<file path="src/rtl/mdu_pkg.sv">
// Shared definitions for the iterative multiply/divide unit: op encodings,
// FSM states and the iteration-counter width helper.
package mdu_pkg;

  localparam logic [2:0] MD_MULT  = 3'b000;
  localparam logic [2:0] MD_MULTU = 3'b001;
  localparam logic [2:0] MD_DIV   = 3'b010;
  localparam logic [2:0] MD_DIVU  = 3'b011;
  localparam logic [2:0] MD_MTHI  = 3'b100;
  localparam logic [2:0] MD_MTLO  = 3'b101;

  typedef enum logic [1:0] {
    IDLE,
    RUN,
    FIX,
    DONE
  } md_state_e;

  function automatic int md_cnt_w(input int width);
    return $clog2(width + 1);
  endfunction

endpackage

</file>
<file path="src/rtl/mdu_iter_if.sv">
// Start/busy/done handshake plus HI/LO read-out between the pipeline and mdu_iter.
interface mdu_iter_if #(parameter int WIDTH = 32);

  logic             mdStart;
  logic [2:0]       mdOp;
  logic [WIDTH-1:0] mdInA;
  logic [WIDTH-1:0] mdInB;
  logic             mdBusy;
  logic             mdDone;
  logic             mdDivZero;
  logic [WIDTH-1:0] mdHi;
  logic [WIDTH-1:0] mdLo;

  modport master (
    output mdStart, mdOp, mdInA, mdInB,
    input  mdBusy, mdDone, mdDivZero, mdHi, mdLo
  );

  modport slave (
    input  mdStart, mdOp, mdInA, mdInB,
    output mdBusy, mdDone, mdDivZero, mdHi, mdLo
  );

endinterface

</file>
<file path="src/rtl/mdu_step.sv">
// One combinational iteration: shift-add multiply step or restoring
// shift-subtract divide step on a {hi, lo} working pair.
module mdu_step #(
  parameter int WIDTH = 32
) (
  input  logic             is_div_i,
  input  logic [WIDTH-1:0] hi_i,
  input  logic [WIDTH-1:0] lo_i,
  input  logic [WIDTH-1:0] opb_i,
  output logic [WIDTH-1:0] hi_o,
  output logic [WIDTH-1:0] lo_o
);

  logic [WIDTH:0] sum;
  logic [WIDTH:0] shifted;
  logic           ge;

  always_comb begin
    sum     = {1'b0, hi_i} + (lo_i[0] ? {1'b0, opb_i} : '0);
    shifted = {hi_i, lo_i[WIDTH-1]};
    ge      = (shifted >= {1'b0, opb_i});
    if (is_div_i) begin
      // Remainder stays below the divisor, so the difference fits in WIDTH bits.
      hi_o = ge ? (shifted[WIDTH-1:0] - opb_i) : shifted[WIDTH-1:0];
      lo_o = {lo_i[WIDTH-2:0], ge};
    end else begin
      hi_o = sum[WIDTH:1];
      lo_o = {sum[0], lo_i[WIDTH-1:1]};
    end
  end

endmodule

</file>
<file path="src/rtl/mdu_iter.sv">
// Iterative MULT/MULTU/DIV/DIVU/MTHI/MTLO unit with architectural HI/LO,
// sign-magnitude iteration and a final sign-fix cycle.
module mdu_iter
  import mdu_pkg::*;
#(
  parameter int WIDTH = 32
) (
  input  logic     clk,
  input  logic     rstN,
  mdu_iter_if.slave md
);

  localparam int CntW = md_cnt_w(WIDTH);

  md_state_e        state_q;
  logic [CntW-1:0]  cnt_q;
  logic [WIDTH-1:0] hi_q, lo_q;
  logic [WIDTH-1:0] acc_hi_q, acc_lo_q, opb_q;
  logic [WIDTH-1:0] acc_hi_d, acc_lo_d;
  logic             is_div_q, neg_q, rneg_q;
  logic             busy_q, done_q, dz_q;

  logic             op_signed, a_neg, b_neg;
  logic [WIDTH-1:0] a_mag, b_mag;
  logic [2*WIDTH-1:0] prod, prod_fix;
  logic [WIDTH-1:0] quot_fix, rem_fix;

  always_comb begin
    op_signed = (md.mdOp == MD_MULT) || (md.mdOp == MD_DIV);
    a_neg     = op_signed & md.mdInA[WIDTH-1];
    b_neg     = op_signed & md.mdInB[WIDTH-1];
    // Negating MIN yields the same bit pattern, read as unsigned 2^(WIDTH-1).
    a_mag     = a_neg ? -md.mdInA : md.mdInA;
    b_mag     = b_neg ? -md.mdInB : md.mdInB;
    prod      = {acc_hi_q, acc_lo_q};
    prod_fix  = neg_q ? -prod : prod;
    quot_fix  = neg_q ? -acc_lo_q : acc_lo_q;
    rem_fix   = rneg_q ? -acc_hi_q : acc_hi_q;
  end

  mdu_step #(.WIDTH(WIDTH)) u_step (
    .is_div_i (is_div_q),
    .hi_i     (acc_hi_q),
    .lo_i     (acc_lo_q),
    .opb_i    (opb_q),
    .hi_o     (acc_hi_d),
    .lo_o     (acc_lo_d)
  );

  always_ff @(posedge clk or negedge rstN) begin
    if (!rstN) begin
      state_q  <= IDLE;
      cnt_q    <= '0;
      hi_q     <= '0;
      lo_q     <= '0;
      acc_hi_q <= '0;
      acc_lo_q <= '0;
      opb_q    <= '0;
      is_div_q <= 1'b0;
      neg_q    <= 1'b0;
      rneg_q   <= 1'b0;
      busy_q   <= 1'b0;
      done_q   <= 1'b0;
      dz_q     <= 1'b0;
    end else begin
      done_q <= 1'b0;
      dz_q   <= 1'b0;
      unique case (state_q)
        IDLE: begin
          if (md.mdStart) begin
            case (md.mdOp)
              MD_MULT, MD_MULTU, MD_DIV, MD_DIVU: begin
                if (md.mdOp[1] && (md.mdInB == '0)) begin
                  hi_q    <= md.mdInA;
                  lo_q    <= '1;
                  dz_q    <= 1'b1;
                  done_q  <= 1'b1;
                  busy_q  <= 1'b1;
                  state_q <= DONE;
                end else begin
                  // Multiply iterates over the multiplier in lo; divide over the dividend.
                  is_div_q <= md.mdOp[1];
                  acc_hi_q <= '0;
                  acc_lo_q <= md.mdOp[1] ? a_mag : b_mag;
                  opb_q    <= md.mdOp[1] ? b_mag : a_mag;
                  neg_q    <= a_neg ^ b_neg;
                  rneg_q   <= a_neg;
                  cnt_q    <= '0;
                  busy_q   <= 1'b1;
                  state_q  <= RUN;
                end
              end
              MD_MTHI: begin
                hi_q    <= md.mdInA;
                done_q  <= 1'b1;
                busy_q  <= 1'b1;
                state_q <= DONE;
              end
              MD_MTLO: begin
                lo_q    <= md.mdInA;
                done_q  <= 1'b1;
                busy_q  <= 1'b1;
                state_q <= DONE;
              end
              default: ;
            endcase
          end
        end
        RUN: begin
          acc_hi_q <= acc_hi_d;
          acc_lo_q <= acc_lo_d;
          cnt_q    <= cnt_q + 1'b1;
          if (cnt_q == CntW'(WIDTH - 1)) state_q <= FIX;
        end
        FIX: begin
          if (is_div_q) begin
            lo_q <= quot_fix;
            hi_q <= rem_fix;
          end else begin
            {hi_q, lo_q} <= prod_fix;
          end
          done_q  <= 1'b1;
          state_q <= DONE;
        end
        DONE: begin
          busy_q  <= 1'b0;
          state_q <= IDLE;
        end
        default: state_q <= IDLE;
      endcase
    end
  end

  assign md.mdBusy    = busy_q;
  assign md.mdDone    = done_q;
  assign md.mdDivZero = dz_q;
  assign md.mdHi      = hi_q;
  assign md.mdLo      = lo_q;

endmodule

</file>
<file path="src/flat_wrapper.sv">
// flat-port wrapper written by rule: the top's interface ports become plain ports
module mdu_iter_flat import mdu_pkg::*;
#(
  parameter int WIDTH = 32
)
  (clk, rstN, md_mdStart, md_mdOp, md_mdInA, md_mdInB, md_mdBusy, md_mdDone, md_mdDivZero, md_mdHi, md_mdLo);
  mdu_iter_if #(.WIDTH(WIDTH)) md_i ();
  input  logic clk;
  input  logic rstN;
  input wire logic [$bits(md_i.mdStart)-1:0] md_mdStart;
  input wire logic [$bits(md_i.mdOp)-1:0] md_mdOp;
  input wire logic [$bits(md_i.mdInA)-1:0] md_mdInA;
  input wire logic [$bits(md_i.mdInB)-1:0] md_mdInB;
  output wire logic [$bits(md_i.mdBusy)-1:0] md_mdBusy;
  output wire logic [$bits(md_i.mdDone)-1:0] md_mdDone;
  output wire logic [$bits(md_i.mdDivZero)-1:0] md_mdDivZero;
  output wire logic [$bits(md_i.mdHi)-1:0] md_mdHi;
  output wire logic [$bits(md_i.mdLo)-1:0] md_mdLo;
  assign md_i.mdStart = md_mdStart;
  assign md_i.mdOp = md_mdOp;
  assign md_i.mdInA = md_mdInA;
  assign md_i.mdInB = md_mdInB;
  assign md_mdBusy = md_i.mdBusy;
  assign md_mdDone = md_i.mdDone;
  assign md_mdDivZero = md_i.mdDivZero;
  assign md_mdHi = md_i.mdHi;
  assign md_mdLo = md_i.mdLo;
  mdu_iter #(.WIDTH(WIDTH)) u_core (.clk(clk), .rstN(rstN), .md(md_i));
endmodule
</file>
<file path="config.mk">
export PLATFORM = sky130hd
export DESIGN_NAME = mdu_iter_flat
export DESIGN_NICKNAME = d
export VERILOG_FILES = /design/src/rtl/mdu_pkg.sv /design/src/rtl/mdu_iter_if.sv /design/src/rtl/mdu_step.sv /design/src/rtl/mdu_iter.sv /design/src/flat_wrapper.sv
export SDC_FILE = /design/constraint.sdc
export NUM_CORES = 1
export LEC_CHECK = 0
export ABC_AREA = 1
export CAP_MARGIN = 20
export CORE_MARGIN = 1
export CORE_UTILIZATION = 50
export CTS_CLUSTER_SIZE = 12
export DETAILED_ROUTE_END_ITERATION = 12
export PLACE_DENSITY = 0.7
export SLEW_MARGIN = 20
export SYNTH_ARGS = -nofsm -noshare
export SYNTH_HDL_FRONTEND = slang
export SYNTH_HIERARCHICAL = 1
export SYNTH_SLANG_ARGS = --single-unit
</file>
<file path="constraint.sdc">
create_clock -name clk -period 5.77 [get_ports clk]
set_input_delay 1.154 -clock clk [delete_from_list [all_inputs] [get_ports clk]]
set_output_delay 1.154 -clock clk [all_outputs]
set_load 0.1 [all_outputs]
</file>
After elaboration in Yosys (flattened, before gate mapping)
Cells that the tools add are included.
{"block": "word_totals", "wordCells": 109, "register_bits": 174, "out_inout_bits": 67}
{"block": "op_classes", "n_mux": 48, "addsub": 8, "n_bitwise": 4, "n_eq_ne": 18, "reduce_logical": 17, "order_cmp": 1}
{"operator": "$mux W32", "count": 22}
{"operator": "$pmux W32 S2", "count": 6}
{"operator": "$neg A32 Y32", "count": 4}
{"operator": "$mux W64", "count": 1}
{"operator": "$neg A64 Y64", "count": 1}
{"operator": "$add A32 B33 Y33", "count": 1}
{"operator": "$ge A33 B32 Y1", "count": 1}
{"operator": "$logic_not A32 Y1", "count": 1}
{"operator": "$sub A32 B32 Y32", "count": 1}
{"operator": "$mux W6", "count": 3}
{"operator": "$reduce_and A4 Y1", "count": 4}
{"operator": "$pmux W6 S2", "count": 1}
{"operator": "$ne A3 B3 Y1 const B", "count": 3}
{"operator": "$ne A2 B2 Y1 const B", "count": 4}
{"operator": "$pmux W2 S4", "count": 1}
{"operator": "$mux W1", "count": 7}
{"operator": "$add A6 B1 Y6 const B", "count": 1}
{"operator": "$eq A3 B2 Y1 const B", "count": 2}
{"operator": "$eq A3 B3 Y1 const B", "count": 2}
{"operator": "$eq A6 B5 Y1 const B", "count": 1}
{"operator": "$mux W2", "count": 3}
{"operator": "$pmux W1 S2", "count": 3}
{"operator": "$reduce_and A3 Y1", "count": 2}
{"operator": "$reduce_bool A2 Y1", "count": 3}
{"operator": "other kinds (16)", "count": 18}

Depth between registers and ports, before layout
{"block": "logic_depth", "depth_word": 9, "mapped_depth": 19}

Cells and area by module
Netlist, hierarchy kept.
{"mod": "mdu_iter", "cells_each": 2148, "area_each_um2": 13011.2, "n_inst": 1}
{"mod": "mdu_step", "cells_each": 1272, "area_each_um2": 6279.8, "n_inst": 1}

Worst setup path after synthesis
OpenSTA, ideal clock, no wires.
{"block": "synth_path", "path_type": "input to register", "from": "in md_mdInB[0]", "to": "reg u_core.acc_hi_q[2]", "required_ps": 5652, "arrival_time_ps": 2594, "setup_time_ps": 118, "path_buffers": 2, "setup_slack_ps": 3058, "cell_stages": 13, "path_cell_list": "inv_1 > ha_1 > nand3_2 > nor2_4 > nand3_2 > nor2_2 > nand2_2 > nand2_4 > nand2_4 > buf_6 > buf_6 > nand3_1 > nand2_1"}
{"block": "synth_via", "elab_chain_len": 4}
{"element": "from (decl)", "line": "flat_wrapper.sv:13", "text": "input wire logic [$bits(md_i.mdInB)-1:0] md_mdInB;"}
{"element": "$logic_not A32 Y1", "line": "mdu_iter.sv:73", "text": "if (md.mdOp[1] && (md.mdInB == '0)) begin"}
{"element": "$logic_and A1 B1 Y1", "line": "mdu_iter.sv:73"}
{"element": "$ne A2 B2 Y1 (no line)"}
{"element": "$reduce_and A4 Y1 (no line)"}
{"element": "to (signal assigned)", "line": "mdu_iter.sv:110", "text": "acc_hi_q <= acc_hi_d;"}
{"element": "to (decl)", "line": "mdu_iter.sv:18", "text": "logic [WIDTH-1:0] acc_hi_q, acc_lo_q, opb_q;"}
Every way passes these cells.
A chain may end at the register's enable or synchronous reset.

Worst setup path in the final report
{"block": "layout_path", "from": "in md_mdOp[1]", "to": "reg u_core.acc_hi_q[21]"}
{"block": "layout_via", "elab_chain_len": 4, "elab_cells_between_ends": 9}
{"element": "from (decl)", "line": "flat_wrapper.sv:11", "text": "input wire logic [$bits(md_i.mdOp)-1:0] md_mdOp;"}
{"element": "$eq A3 B1 Y1, or another cell as far along", "line": "mdu_iter.sv:71", "text": "case (md.mdOp)"}
{"element": "$reduce_or A4 Y1", "line": "mdu_iter.sv:71"}
{"element": "$ne A2 B2 Y1 (no line)"}
{"element": "$reduce_and A4 Y1 (no line) (*)"}
Mark *: on every way between the ends. The rest lies on a longest branch, timed or not.

==> qor.yml <==
status:
  outcome: "finished, final reports clean"
sta:
  max_freq_mhz: 258
  finalHoldViolCount: 0
  fin_crit_sh_pct: 67.1
  clock_skew_ps: 16.8
  maxSlewViolCount: 0
  setup_viol: 0
  maxSlewHeadroom_pct: 33.4
  tightest_slew_ps: 989
  finalSetupTns_ps: 0
  rsz0062_at_grt: "false"
  worst_slack_ps: 1900
  fin_crit_ps: 3870
global_route:
  antenna_found_initial: 1
  grt.total_usage_pct: 41.1
  grt_first_pass_wirelength_mm: 121
  grt_max_degree: 175
  grt_pass1_vias: 21300
  grt-ovfl-total: 0
logic_synthesis:
  avgSynthCellArea_um2: 5.64
  yosys_most_used_dff: "dfrtp_1"
  seq_area_frac_synth_pct: 22.6
  ys_types: 48
  yosysTopAreaCell: "nand2_1"
  async_flop_share_pct: 100
  synthesis.area_mm2: 0.0193
  synth-edff-count: 0
  syn_nets: 3565
  yosys_register_bits: 174
  yosysWarnings: 6
  syn_inst: 3420
  synth_top_area_share_pct: 25.0
  synthTopCellsByArea: "nand2_1 (25%), dfrtp_1 (23%), nand3_1 (8.7%), nor2_1 (8.0%), inv_1 (7.7%)"
final_layout:
  nets: 3623
  layout_commonest_cell: "nand2_1"
  fillers: 4041
  seqCellArea_mm2: 0.00436
  drive_gt1_share_pct: 4.27
  final_area_mm2: 0.0215
  synthToLayoutAreaGrowth_pct: 11.6
  diodes: 0
  mostFrequentLayoutCells: "nand2_1 (1286), nor2_1 (412), inv_1 (398)"
  multi_input_area_mm2: 0.0128
power_and_ir_drop:
  p_clk_share_pct: 8.2
  switching_share_pct: 63.3
  pwr-share-comb_pct: 73.7
  p_per_area_mw_per_mm2: 685
  p_leak_nw: 11.4
  peakVddDrop_mv: 0.621
  power.internal_mw: 5.42
  pwr-share-seq_pct: 18.1
  switchingPower_mw: 9.34
die:
  die_height_um: 198
  fp.dieW_um: 198
  ioPinCount: 137
  coreArea_mm2: 0.0378
  dieArea_mm2: 0.0394
  num_rows: 71
  initial_core_util_pct: 51.0
detailed_routing:
  first_pass_iters: 7
  vias: 23000
  routed_via_density: 5.74
  wire_per_inst_um: 20.1
  drc_errors: 0
  drt_first_iter_violations: 2802
  drt-total-wl_mm: 80.3
  ant_nets: 0
setup_path:
  crit_type: "in2reg"
  critical-path-slowest-cell: "clkdlybuf4s50_1"
  arrival_ps: 4180
  path_cells: "clkdlybuf4s50_1, buf_4, nand3_1, nor3_1, nand2_2, nand2_4, nand2_4, buf_4, nand3_1, o21ai_0"
  critPathMaxFanout: 99
  slowest_delay_ps: 880
  cp-start-kind: "input pin"
  cp.required_ps: 6070
  timing.rr.end: "u_core/acc_hi_q[21]"
  critPathCaptureType: "flip-flop"
  regToRegSetupSlack_ps: 2410
  critical_path_buf_inv_count: 3
  critPathTopFamily: "buffers and inverters"
  crit-reg2reg-launch: "u_core/opb_q[28]"
  critPathLaunch: "md_mdOp[1]"
  worstRegToRegCells: 16
placement:
  pre_cts_slack_ps: 1400
  dpl_cell_area_mm2: 0.0209
  place_congestion: 1.06
  portBuffers: 136
  dp_hpwl_mm: 64.4
clock_network:
  cts_tree: "done"
  clock_path_buffers: 2
  numCtsBuffers: 17
  cts_setup_buffers: 0
  htree_levels: 4
  clock_latency_ps: 480
  clkTransAtPathRegs_ps: 70
  post_cts_resized: 0
  postCtsHoldBufs: 0
  clockRootBuffer: "clkbuf_16"
  cts_sinks: 174
worst_hold_path:
  whs_path_depth: 2
  hold_path.class: "reg2reg"
  min-delay-start: "u_core/md.mdHi[7]"
  holdPathEnd: "u_core/md.mdHi[7]"
flow_run:
  drv_cap: 0
==> sequential cells by signal, indices dropped and copies added, names as in the netlist <==
signal,flops
u_core/neg_q,1
u_core/md.mdLo,32
u_core/md.mdDivZero,1
u_core/acc_lo_q,32
u_core/md.mdBusy,1
u_core/md.mdDone,1
u_core/state_q,2
u_core/acc_hi_q,32
u_core/opb_q,32
u_core/is_div_q,1
u_core/md.mdHi,32
u_core/rneg_q,1
u_core/cnt_q,6
==> kinds of logic (layout without fill, tap and decap cells) <==
logic type | count (synthesis) | in the layout | synth area share, %
buffers and inverters | 535 | 606 | 11.1
AND/OR/NAND/NOR | 2193 | 2193 | 47.9
AO/OA/AOI/OAI | 384 | 384 | 10.9
adder cells (fa/ha/maj) | 75 | 75 | 4.94
XOR/XNOR | 59 | 59 | 2.68
flip-flops | 174 | 174 | 22.6
==> metrics by stage <==
| step | power [mW] | instances | hold WS (ps) | utilization [%] |
|---|---|---|---|---|
| global placement | 13.1 | 3969 | 468 | 55.2 |
| finish | 14.8 | 4002 | 482 | 56.9 |
| CTS | 14.5 | 4001 | 484 | 56.8 |
| global route | 15.9 | 4002 | 493 | 56.9 |
| detailed placement | 13.2 | 3969 | 465 | 55.2 |
| floorplan | 10.4 | 3420 | 478 | - |
==> power by group through the flow <==
| stage | sequential (mW) | clock, mW | combinational [mW] |
|---|---|---|---|
| 2_1_floorplan | 3.87 | 0 | 6.54 |
| 3_3_place_gp | 2.64 | 0 | 10.5 |
| 3_5_place_dp | 2.65 | 0 | 10.6 |
| 4_1_cts | 2.63 | 1.23 | 10.6 |
| 5_1_grt | 2.70 | 1.27 | 11.9 |
| 6_report | 2.67 | 1.21 | 10.9 |
==> final cells by class <==
class / count / area share, %
sequential: 174 / 20.2
timing repair buffer: 153 / 7.07
inverter: 421 / 7.34
clock inverter: 15 / 0.947
clock buffer: 17 / 1.98
tap: 511 / 2.97
multi-input combinational: 2711 / 59.5
==> worst reg2reg max path: cells and delay by family (launching register included) <==
family                     cells  cell delay [ps]
AOI/OAI and AO/OA              2              260
adders and majority gates      1              400
buffers and inverters          2              150
DFF                            1              540
and+or+nand+nor               11             1850
==> synthesized netlist by cell type (32+ instances only) <==
library cell     n
a21oi_1        107
clkbuf_1        58
dfrtp_1        174
ha_1            73
inv_1          398
nand2_1       1286
nand3_1        334
nand3b_1        37
nand4_1         32
nor2_1         412
o21ai_0        179
xor2_1          32
==> worst max-delay path by stage <==
| stage | endpoint | slack [ps] | depth (start not counted) |
|---|---|---|---|
| final | u_core/acc_hi_q[21] | 1900 | 10 |
| after global placement | u_core/md.mdHi[26] | 1500 | 13 |
| after global routing | u_core/md.mdLo[29] | 1600 | 8 |
| after CTS | u_core/md.mdHi[21] | 1930 | 13 |
| after detailed placement | u_core/md.mdHi[26] | 1400 | 13 |
| after floorplan | u_core/acc_hi_q[2] | 3060 | 13 |
==> layer usage <==
layer	vias to the layer above	GRT usage, %	part of all wire (%)
li1	10900	-	-
met1	10600	52.7	41
met2	1276	63.1	43
met3	238	8.70	9.5
met4	2	25.5	6.5
met5	-	0	0.016
(Power assumes the default switching activity.)
